**config.mk**
```make
export PLATFORM = sky130hd
export DESIGN_NAME = seg_scan_driver
export DESIGN_NICKNAME = d
export VERILOG_FILES = /design/src/rtl/seg_scan_driver.sv
export SDC_FILE = /design/constraint.sdc
export NUM_CORES = 1
export LEC_CHECK = 0
export CORE_ASPECT_RATIO = 0.75
export CORE_MARGIN = 1
export CORE_UTILIZATION = 45
export DETAILED_ROUTE_END_ITERATION = 6
export MAX_ROUTING_LAYER = met4
export PLACE_DENSITY = 0.78
export SYNTH_ARGS = -nofsm -noshare
export SYNTH_HDL_FRONTEND = slang
export SYNTH_SLANG_ARGS = --single-unit
```
**constraint.sdc**
```tcl
create_clock -name clk -period 2.83 [get_ports clk]
set_clock_uncertainty 0.1 [all_clocks]
set_input_delay 0.566 -clock clk [delete_from_list [all_inputs] [get_ports clk]]
set_output_delay 0.566 -clock clk [all_outputs]
set_load 0.02 [all_outputs]
```
**src/rtl/seg_scan_driver.sv**
```systemverilog
// Eight-digit 7-segment scan driver: one shared segment bus, one-hot digit enables, per-slot blanking guard.
// Optional per-direction blinking is compiled in when SEG_SCAN_BLINK_EN is defined.
module seg_scan_driver #(
  parameter int TICK_DIV     = 50000,
  parameter int BLANK_CYCLES = 500,
  parameter int SEG_ACT_LOW  = 1,
  parameter int AN_ACT_LOW   = 1,
  parameter int BLINK_FRAMES = 64
) (
  input  logic       clk,
  input  logic       reset,
  input  logic       enable,
  input  logic [6:0] n_msb,
  input  logic [6:0] n_lsb,
  input  logic [6:0] e_msb,
  input  logic [6:0] e_lsb,
  input  logic [6:0] s_msb,
  input  logic [6:0] s_lsb,
  input  logic [6:0] w_msb,
  input  logic [6:0] w_lsb,
`ifdef SEG_SCAN_BLINK_EN
  input  logic [3:0] blink_mask,
`endif
  output logic [6:0] seg_out,
  output logic [7:0] an_out,
  output logic [2:0] digit_idx,
  output logic       frame_done
);

  localparam int PW = (TICK_DIV > 2) ? $clog2(TICK_DIV) : 1;
  localparam logic [PW-1:0] P_LAST  = PW'(TICK_DIV - 1);
  localparam logic [PW-1:0] P_BLANK = PW'(BLANK_CYCLES);
  localparam logic [6:0] SEG_OFF = (SEG_ACT_LOW != 0) ? 7'h7F : 7'h00;
  localparam logic [7:0] AN_OFF  = (AN_ACT_LOW != 0) ? 8'hFF : 8'h00;

  typedef enum logic [1:0] {
    S_IDLE  = 2'd0,
    S_BLANK = 2'd1,
    S_DRIVE = 2'd2
  } state_t;

  // Elaboration-time guard against an unusable configuration.
  if (TICK_DIV < 2 || BLANK_CYCLES < 0 || BLANK_CYCLES >= TICK_DIV || BLINK_FRAMES < 1) begin : g_bad_cfg
    $error("seg_scan_driver: illegal TICK_DIV/BLANK_CYCLES/BLINK_FRAMES");
  end

  function automatic logic [6:0] pick_digit(input logic [2:0] idx, input logic [55:0] pats);
    return pats[32'(idx) * 7 +: 7];
  endfunction

  function automatic logic [6:0] seg_drive(input logic [6:0] lit);
    return (SEG_ACT_LOW != 0) ? ~lit : lit;
  endfunction

  state_t          r_state, w_state_nxt;
  logic [PW-1:0]   r_p, w_p_nxt;
  logic [2:0]      r_idx, w_idx_nxt;
  logic [6:0]      r_latch, w_latch_nxt;
  logic            w_frame_nxt;
  logic [6:0]      w_seg_nxt;
  logic [7:0]      w_an_nxt;
  logic [55:0]     w_pats;
  logic            w_blink_off;

  assign w_pats    = {w_lsb, w_msb, s_lsb, s_msb, e_lsb, e_msb, n_lsb, n_msb};
  assign digit_idx = r_idx;

`ifdef SEG_SCAN_BLINK_EN
  localparam int FW = (BLINK_FRAMES > 1) ? $clog2(BLINK_FRAMES) : 1;
  localparam logic [FW-1:0] F_LAST = FW'(BLINK_FRAMES - 1);

  logic [FW-1:0] r_fcnt, w_fcnt_nxt;
  logic          r_phase, w_phase_nxt;

  // Frame counter and blink phase; both cleared whenever the scan goes idle.
  always_comb begin
    w_fcnt_nxt  = r_fcnt;
    w_phase_nxt = r_phase;
    if (w_state_nxt == S_IDLE) begin
      w_fcnt_nxt  = '0;
      w_phase_nxt = 1'b0;
    end else if (w_frame_nxt) begin
      if (r_fcnt == F_LAST) begin
        w_fcnt_nxt  = '0;
        w_phase_nxt = ~r_phase;
      end else begin
        w_fcnt_nxt  = r_fcnt + FW'(1);
      end
    end else begin
      w_fcnt_nxt  = r_fcnt;
    end
    w_blink_off = w_phase_nxt & blink_mask[w_idx_nxt[2:1]];
  end

  // Blink state registers.
  always_ff @(posedge clk) begin
    if (!reset) begin
      r_fcnt  <= '0;
      r_phase <= 1'b0;
    end else begin
      r_fcnt  <= w_fcnt_nxt;
      r_phase <= w_phase_nxt;
    end
  end
`else
  assign w_blink_off = 1'b0;
`endif

  // Next-state, prescaler, slot index and pattern latch.
  always_comb begin
    w_state_nxt = r_state;
    w_p_nxt     = r_p;
    w_idx_nxt   = r_idx;
    w_latch_nxt = r_latch;
    w_frame_nxt = 1'b0;
    if (!enable) begin
      w_state_nxt = S_IDLE;
      w_p_nxt     = '0;
      w_idx_nxt   = 3'd0;
    end else begin
      case (r_state)
        S_IDLE: begin
          w_p_nxt     = '0;
          w_idx_nxt   = 3'd0;
          w_latch_nxt = pick_digit(3'd0, w_pats);
        end
        S_BLANK, S_DRIVE: begin
          if (r_p == P_LAST) begin
            w_p_nxt     = '0;
            w_idx_nxt   = r_idx + 3'd1;
            w_latch_nxt = pick_digit(r_idx + 3'd1, w_pats);
            w_frame_nxt = (r_idx == 3'd7);
          end else begin
            w_p_nxt     = r_p + PW'(1);
          end
        end
        default: begin
          w_p_nxt     = '0;
          w_idx_nxt   = 3'd0;
        end
      endcase
      w_state_nxt = (w_p_nxt < P_BLANK) ? S_BLANK : S_DRIVE;
    end
  end

  // Pin values are derived from the next-cycle state so they line up with the registered p/digit_idx.
  always_comb begin
    w_seg_nxt = SEG_OFF;
    w_an_nxt  = AN_OFF;
    if (w_state_nxt == S_DRIVE) begin
      w_an_nxt  = AN_OFF ^ (8'h01 << w_idx_nxt);
      w_seg_nxt = w_blink_off ? SEG_OFF : seg_drive(w_latch_nxt);
    end else begin
      w_an_nxt  = AN_OFF;
      w_seg_nxt = SEG_OFF;
    end
  end

  // State, datapath and output registers.
  always_ff @(posedge clk) begin
    if (!reset) begin
      r_state    <= S_IDLE;
      r_p        <= '0;
      r_idx      <= 3'd0;
      r_latch    <= 7'h00;
      seg_out    <= SEG_OFF;
      an_out     <= AN_OFF;
      frame_done <= 1'b0;
    end else begin
      r_state    <= w_state_nxt;
      r_p        <= w_p_nxt;
      r_idx      <= w_idx_nxt;
      r_latch    <= w_latch_nxt;
      seg_out    <= w_seg_nxt;
      an_out     <= w_an_nxt;
      frame_done <= w_frame_nxt;
    end
  end

endmodule

```
== Word level (Yosys, flattened, before mapping) ==
Cells that the tools add are included.

* Input port bits: 59
* Register bits: 44

* Equality and inequality tests: 5
* Multipliers: 1
* Multiplexer cells: 11
* Order comparisons: 1
* Bitwise logic cells: 2
* Add/subtract/negate cells: 2
* Reduce and logical (&&, ||, !) cells: 5
* Shifts and indexed selects: 2

{| class="wikitable"
|+ Operators by type and width
! operator !! number
|-
| $shiftx 56x7->7 || 1
|-
| $mux 16 || 3
|-
| $add 16x1->16 const B || 1
|-
| $eq 16x16->1 const B || 1
|-
| $lt 16x9->1 const B || 1
|-
| $mux 7 || 2
|-
| $pmux 7 s2 || 1
|-
| $mux 3 || 3
|-
| $not 8->8 || 1
|-
| $shl 1x3->8 const A || 1
|-
| $not 7->7 || 1
|-
| $mul 3x3->6 const B || 1
|-
| $eq 2x2->1 const B || 2
|-
| $mux 2 || 2
|-
| $reduce_and 2->1 || 2
|-
| $reduce_and 4->1 || 1
|-
| $add 3x1->3 const B || 1
|-
| $eq 3x3->1 const B || 1
|-
| $eq 2x1->1 const B || 1
|-
| $logic_not 2->1 || 1
|-
| $reduce_or 2->1 || 1
|}

== Longest topological paths before layout ==
Gate-level depths: netlist of the first run.

* Depth in word-level cells: 9
* Gate-level depth with buffers: 9
* Gate-level depth less buffers: 7

== Worst setup path before layout of the first run ==
Ideal clock, no wire load.

* Kind: register to register
* Start: register r_idx[1], in the netlist digit_idx[1]
* End: register r_latch[3]
* Setup slack: 0.444 ns
* Stages on the path, launching flop included: 8
* Setup time: 0.115 ns
* Arrival time: 2.171 ns
* Data required time: 2.615 ns
* Cell sequence: dfxtp_1 > ha_1 > clkbuf_1 > clkbuf_1 > mux4_2 > mux2i_1 > o211ai_1 > and2_1

* Longest elaborated chain between the ends: 6

{| class="wikitable"
|+ RTL lines
! item !! RTL line !! source
|-
| start: declaration || 57 || <nowiki>logic [2:0] r_idx, w_idx_nxt;</nowiki>
|-
| start signal: assignment || 172 || <nowiki>r_idx <= w_idx_nxt;</nowiki>
|-
| $add 3x1->3 || 131 || <nowiki>w_latch_nxt = pick_digit(r_idx + 3'd1, w_pats);</nowiki>
|-
| $mul 3x3->6 || 48 || <nowiki>return pats[32'(idx) * 7 +: 7];</nowiki>
|-
| $shiftx 56x7->7 || 48 ||
|-
| $mux 7 || 128 || <nowiki>if (r_p == P_LAST) begin</nowiki>
|-
| $pmux 7 s2 || 121 || <nowiki>case (r_state)</nowiki>
|-
| $mux 7 || 116 || <nowiki>if (!enable) begin</nowiki>
|-
| end signal: assignment || 173 || <nowiki>r_latch <= w_latch_nxt;</nowiki>
|-
| end: declaration || 58 || <nowiki>logic [6:0] r_latch, w_latch_nxt;</nowiki>
|}

No other way between the ends.
A chain may end at the register's enable or synchronous reset.

== Final worst setup path of the first run ==
* Start: register r_p[0]
* End: register seg_out[2]

* Longest elaborated chain between the ends: 9
* Elaborated cells on any way between the ends: 14

{| class="wikitable"
|+ RTL lines
! item !! RTL line !! source
|-
| start: declaration || 56 || <nowiki>logic [PW-1:0] r_p, w_p_nxt;</nowiki>
|-
| start signal: assignment || 171 || <nowiki>r_p <= w_p_nxt;</nowiki>
|-
| $add 16x1->16 / $eq 16x16->1 (equally long branches) || 134, 128 ||
|-
| $mux 16 || 128 ||
|-
| $mux 16 || 121 ||
|-
| $mux 16 || 116 ||
|-
| $lt 16x9->1 || 142 || <nowiki>w_state_nxt = (w_p_nxt < P_BLANK) ? S_BLANK : S_DRIVE;</nowiki>
|-
| $mux 2 || 142 ||
|-
| $mux 2 || 116 ||
|-
| $eq 2x2->1 || 150 || <nowiki>if (w_state_nxt == S_DRIVE) begin</nowiki>
|-
| $reduce_and 2->1 (no source line) || - ||
|-
| end signal: assignment || 174 || <nowiki>seg_out <= w_seg_nxt;</nowiki>
|-
| end: declaration || 24 || <nowiki>output logic [6:0] seg_out,</nowiki>
|}

Several ways; a longest one is shown, not always the timed one. The select of a mux whose other input is x is not followed.

==> out/metrics.cfg, run 1 <==
[global_route]
grt_start_max_net_pins=18
grt_first_pass_wirelength_um=9740
antenna_violations_before_repair=0
first_global_vias=1953
overflow_left_after_global_routing=0
global_route.usage.total_pct=23.2

[clock_network]
clock_sinks=44
tritoncts_buffer_count=5
tritoncts=done
cts-resized-gates=0
clock-root-buffer=sky130_fd_sc_hd__clkbuf_8
holdBufCountCts=0
htree_num_levels=2
cts_setup_buffers=0
cts_max_path_buffers=2
path_clk_slew_ns=0.08
worst_skew_pair.late_latency_ns=0.30

[logic_synthesis]
synth.top_cells.by_count=44 x sky130_fd_sc_hd__dfxtp_1, 27 x sky130_fd_sc_hd__nand2_1, 25 x sky130_fd_sc_hd__nand3_1, 21 x sky130_fd_sc_hd__nor2_1, 14 x sky130_fd_sc_hd__mux4_2
synthesis.instances=253
postSynthRegisterBits=44
netlist_top_cells_area=sky130_fd_sc_hd__dfxtp_1 37%, sky130_fd_sc_hd__mux4_2 13%, sky130_fd_sc_hd__nand3_1 5.2%
netlist-cell-type-count=40
synthesis.area_per_instance_um2=9.47
synth_warnings=0
synthesis.nets=317
yosys_most_used_dff=sky130_fd_sc_hd__dfxtp_1
synthesis.area_um2=2400
synthDominantCellAreaShare_pct=36.8
number_of_flops_mapped_to_enable_cells_by_yosys=0
synthMostInstantiatedCell=sky130_fd_sc_hd__dfxtp_1
synth_top_area_cell=sky130_fd_sc_hd__dfxtp_1
seq_area_frac_synth_pct=36.8
synth-async-reset-ratio_pct=0

[layout]
n_fill_cell=408
post-route-util_pct=67.5
drive_gt1_share_pct=12.0
syn2layout_area_growth_pct=41.0
nNetsFinal=395
num_antenna_cells=0

[setup_path]
path_max_fanout=8
required_ns=2.89
critical_path_class=register to register
critical_path.cell_chain=ha_1, nand3_1, nor4_4, nand3_1, o211ai_1, nand3_1
crit_path_end_kind=register
critical-path-max-stage-delay_ns=0.53
worst_path_max_delay_cell=sky130_fd_sc_hd__nor4_4
cell_occurring_most_often_along_the_worst_timing_path=sky130_fd_sc_hd__nand3_1
critical_path_arrival_ns=2.77
timing.critical_path.from_type=register

[flow_run]
max_cap_viol_count=0

[die]
io_pins=78
design.die.area_um2=5620
core_area_um2=5010
die-height_um=65.2
initial_utilization_pct=47.8
placement_rows=22
chipWidth_um=86.3

[sta]
rsz0062_at_grt=yes
max_clock_freq_mhz=369
timing_hold_violations_final=0
max_slew_violation_count=0
min_period_over_period_pct=95.7
finalCriticalPeriod_ns=2.71
final.hold.worst_slack_ns=0.403
maxSlewHeadroom_pct=55.6
setup-violations-final=0
setup-tns-final_ns=0
tightestPinTransition_ns=0.666

[route]
detail-route-antenna-nets=0
drt-wirelength-per-cell_um=15.5
totalWireLength_um=6270
drt_pre_antenna_iters=5
initial_drc_count=146
drc=0
post_drt_via_cell_ratio=5.48
detailroute.via_count=2212

[place]
routabilityCongestion=0.936
detailedPlacementHpwl_um=4910
port_buffers=77

[power]
peakVddDrop_mv=0.184
power.density_cell_area_nw_per_um2=374
leakage_nw=1.12

[run_status]
status=completed

[hold_path]
worstHoldPathType=register to register

## through the flow
step / power (mW) / cells / cell area, µm² / setup WS [ns]
floorplan: 0.686 / 253 / 2400 / 0.444
global placement: 0.777 / 396 / 3260 / 0.305
detailed placement: 0.782 / 396 / 3260 / 0.202
CTS: 1.27 / 404 / 3380 / 0.191
global route: 1.31 / 404 / 3380 / -0.0308
finish: 1.26 / 404 / 3380 / 0.122
## path summary, 6_finish.rpt
check                         start  slack, ns  cells after the start                     to
setup / recovery  r_p[0]$_SDFF_PP0_       0.12                      6  seg_out[2]$_SDFF_PN1_
hold / removal    r_p[0]$_SDFF_PP0_       0.40                      1      r_p[0]$_SDFF_PP0_
setup reg to reg  r_p[0]$_SDFF_PP0_       0.12                      6  seg_out[2]$_SDFF_PN1_
hold reg to reg   r_p[0]$_SDFF_PP0_       0.40                      1      r_p[0]$_SDFF_PP0_
## final cells by class
class,instances,area (µm²),area share [%]
Clock buffer,5,68.8,2.04
Clock inverter,3,46.3,1.37
Inverter,6,22.5,0.666
Multi-Input combinational cell,187,1430,42.2
Sequential cell,44,881,26.1
Tap cell,72,90.1,2.67
Timing Repair Buffer,87,846,25.0
## cell usage in the layout (no fill, tap or decap), types with 6 or more instances in the layout
cell type,synthesis,layout
sky130_fd_sc_hd__clkdlybuf4s50_1,0,77
sky130_fd_sc_hd__dfxtp_1,44,44
sky130_fd_sc_hd__nand2_1,27,27
sky130_fd_sc_hd__nand3_1,25,25
sky130_fd_sc_hd__nor2_1,21,21
sky130_fd_sc_hd__mux4_2,14,14
sky130_fd_sc_hd__xnor2_1,12,12
sky130_fd_sc_hd__buf_4,0,10
sky130_fd_sc_hd__and2_1,9,9
sky130_fd_sc_hd__mux2i_1,8,8
sky130_fd_sc_hd__o211ai_1,8,8
sky130_fd_sc_hd__nor3_1,7,7
sky130_fd_sc_hd__a21oi_1,7,7
sky130_fd_sc_hd__inv_1,6,6
## critical path, delay by kind of cell, from the launching register on
family	cells	cell delay (ns)
adder cells (fa/ha/maj)	1	0.35
flip-flops	1	0.42
AO/OA/AOI/OAI	1	0.37
AND/OR/NAND/NOR	4	1.33
## power breakdown
group	total (mW)	switching, mW	internal (mW)
registers	0.628	0.00278	0.625
clock network	0.496	0.230	0.266
logic	0.141	0.0447	0.0966
## cell families (layout without fill, tap and decap cells)
kind of cell / after synthesis / count (layout) / share of synthesized area (%)
simple gates: 117 / 117 / 26.1
xor+xnor: 17 / 17 / 6.21
fa+ha+maj: 5 / 5 / 2.61
flops: 44 / 44 / 36.8
mux: 22 / 22 / 16.5
compound gates: 26 / 26 / 8.09
buf+inv: 22 / 101 / 3.76
## state kept, by name (all words and copies together), names as in the netlist
name        cells
seg_out         7
r_latch         7
frame_done      1
digit_idx       3
r_state         2
an_out          8
r_p            16
## per-layer routing
layer | GRT usage (%) | wire length, µm | vias to the layer above
li1 | - | - | 1076
met2 | 30.7 | 2680 | 104
met4 | 6.88 | 61 | 0
met1 | 35.8 | 3120 | 1025
met5 | - | 0 | -
met3 | 3.52 | 404 | 7
(Power assumes the default switching activity.)
==> inputs of run 2 (changes only) <==
- GPL_ROUTABILITY_DRIVEN: unset -> 0
==> out/metrics.cfg, run 2 (same netlist as run 1, synthesis figures left out) <==
[setup_path]
worst_r2r_path_depth=7  ; +1
path_max_fanout=8  ; unchanged
setup.reg_to_reg.worst_slack_ns=0.27  ; +0.15 ns
timing.critical_path.from_type=register
worstReg2RegEnd=r_latch[2]$_SDFF_PN0_
crit_path_end_kind=register
critical_path_class=register to register
required_ns=2.94  ; +0.05 ns
critical_path_arrival_ns=2.67  ; -0.10 ns
r2r-start=r_p[0]$_SDFF_PP0_

[sta]
setup-violations-final=0  ; unchanged
max_slew_violation_count=0  ; unchanged
timing_hold_violations_final=0  ; unchanged
rsz0062_at_grt=no
max_clock_freq_mhz=390  ; +5.7%
final.hold.worst_slack_ns=0.401  ; -0.00260 ns
setup-tns-final_ns=0  ; unchanged
min_period_over_period_pct=90.5  ; -5.2 points
tightestPinTransition_ns=0.576  ; -0.0905 ns
finalCriticalPeriod_ns=2.56  ; -0.146 ns
maxSlewHeadroom_pct=61.6  ; +6.0 points

[clock_network]
holdBufCountCts=0  ; unchanged
tritoncts_buffer_count=5  ; unchanged
clock_sinks=44  ; unchanged
htree_num_levels=2  ; unchanged
clock-root-buffer=sky130_fd_sc_hd__clkbuf_8
worst_skew_pair.late_latency_ns=0.31  ; about the same
tritoncts=done
path_clk_slew_ns=0.09  ; about the same
cts_max_path_buffers=2  ; unchanged

[layout]
n_fill_cell=427  ; +4.7%
num_antenna_cells=0  ; unchanged
largest_reg_flops=16  ; unchanged
multi_input_comb_area_um2=1450  ; +1.6%
nNetsFinal=396  ; +0.25%
largest_register=r_p
final_cell_count_without_fillers=405  ; +0.25%
syn2layout_area_growth_pct=42.3
post-route-util_pct=68.1  ; +0.60 points
most-common-layout-cells=77 x sky130_fd_sc_hd__clkdlybuf4s50_1, 44 x sky130_fd_sc_hd__dfxtp_1, 27 x sky130_fd_sc_hd__nand2_1, 25 x sky130_fd_sc_hd__nand3_1, 21 x sky130_fd_sc_hd__nor2_1
reg.largest.list=r_p (16), an_out (8)
drive_gt1_share_pct=12.3  ; +0.26 points
final-seq-area_um2=881  ; unchanged
most_common_library_cell_in_the_layout_ignoring_fill_and_taps=sky130_fd_sc_hd__clkdlybuf4s50_1

[route]
drc=0  ; unchanged
totalWireLength_um=6170  ; -1.7%
detailroute.via_count=2190  ; -0.99%
drt_pre_antenna_iters=4  ; -1
drt-wirelength-per-cell_um=15.2  ; -1.9%
detail-route-antenna-nets=0  ; unchanged
post_drt_via_cell_ratio=5.41  ; -1.2%
initial_drc_count=162  ; +11%

[die]
initial_utilization_pct=47.8  ; unchanged
core_area_um2=5010  ; unchanged
placement_rows=22  ; unchanged
io_pins=78  ; unchanged
design.die.area_um2=5620  ; unchanged
chipWidth_um=86.3  ; unchanged
die-height_um=65.2  ; unchanged

[global_route]
global_route.usage.total_pct=23.7  ; +0.51 points
overflow_left_after_global_routing=0  ; unchanged
grt_first_pass_wirelength_um=9860  ; +1.2%
antenna_violations_before_repair=0  ; unchanged
grt_start_max_net_pins=18  ; unchanged
first_global_vias=1923  ; -1.5%

[run_status]
status=completed

[hold_path]
worst_hold_path_stage_count=1  ; unchanged
worstHoldPathType=register to register
worst_hold_path.endpoint=r_p[0]$_SDFF_PP0_
worstHoldStart=r_p[0]$_SDFF_PP0_

[place]
detailedPlacementHpwl_um=4770  ; -2.8%
port_buffers=77  ; unchanged
numPlacedInstances=396  ; unchanged

[power]
peakVddDrop_mv=0.218  ; +18%
power.density_cell_area_nw_per_um2=371  ; -0.79%
leakage_nw=1.13  ; +1.3%

[flow_run]
max_cap_viol_count=0  ; unchanged

run 2: changes by cell type in the layout (fill, tap and decap cells not counted):
cell,before,now
sky130_fd_sc_hd__o41ai_2,1,0
sky130_fd_sc_hd__o221ai_4,0,1
sky130_fd_sc_hd__buf_4,10,11
sky130_fd_sc_hd__o41ai_4,0,1
sky130_fd_sc_hd__o221ai_2,1,0
run 2: worst max-delay path by stage:
stage | startpoint | endpoint | slack, ns | cells after the start
2_1_floorplan | digit_idx[1]$_SDFF_PN0_ | r_latch[3]$_SDFF_PN0_ | 0.44 | 7
3_3_place_gp | r_p[0]$_SDFF_PP0_ | seg_out[2]$_SDFF_PN1_ | 0.27 | 6
3_5_place_dp | r_p[0]$_SDFF_PP0_ | an_out[4]$_SDFF_PN1_ | 0.24 | 8
4_1_cts | r_p[0]$_SDFF_PP0_ | an_out[4]$_SDFF_PN1_ | 0.20 | 8
5_1_grt | r_p[0]$_SDFF_PP0_ | r_latch[0]$_SDFF_PN0_ | 0.05 | 7
6_report | r_p[0]$_SDFF_PP0_ | r_latch[2]$_SDFF_PN0_ | 0.27 | 7
run 2: through the flow:
| stage | total power, mW | cell area (µm²) | worst slack (ns) |
|---|---|---|---|
| 2_1_floorplan | 0.686 | 2400 | 0.444 |
| 3_3_place_gp | 0.778 | 3260 | 0.268 |
| 3_5_place_dp | 0.780 | 3260 | 0.236 |
| 4_1_cts | 1.27 | 3380 | 0.198 |
| 5_1_grt | 1.30 | 3410 | 0.0479 |
| 6_report | 1.27 | 3410 | 0.268 |
run 2: layout make-up:
class / count / area share [%]
Timing Repair Buffer: 88 / 25.0
Clock buffer: 5 / 2.02
Clock inverter: 3 / 1.36
Tap cell: 72 / 2.64
Sequential cell: 44 / 25.8
Inverter: 6 / 0.661
Multi-Input combinational cell: 187 / 42.5
run 2: layer usage:
metal  global-route usage [%]  wire length [µm]
met3                     3.89               435
met1                     37.2              3060
met4                     6.25                55
met2                     30.8              2610
met5                        -                 0
run 2: power breakdown:
part | total (mW) | internal [mW] | switching, mW
combinational | 0.140 | 0.0971 | 0.0433
clock | 0.498 | 0.266 | 0.232
sequential | 0.628 | 0.625 | 0.00286
run 2: critical path, stage by stage (launching register included):
cell	delay [ns]
sky130_fd_sc_hd__dfxtp_1	0.42
sky130_fd_sc_hd__ha_1	0.35
sky130_fd_sc_hd__nand3_1	0.34
sky130_fd_sc_hd__o41ai_4	0.53
sky130_fd_sc_hd__nand2_1	0.27
sky130_fd_sc_hd__nand2_1	0.15
sky130_fd_sc_hd__o211ai_1	0.13
sky130_fd_sc_hd__and2_1	0.18
run 2: timing repair:
| action | 4_1_cts | 5_1_grt |
|---|---|---|
| setup endpoints to repair | 0 | 14 |
| buffers inserted | 0 | 1 |
| hold endpoints to repair | 0 | 0 |
| gates resized for setup | 0 | 2 |
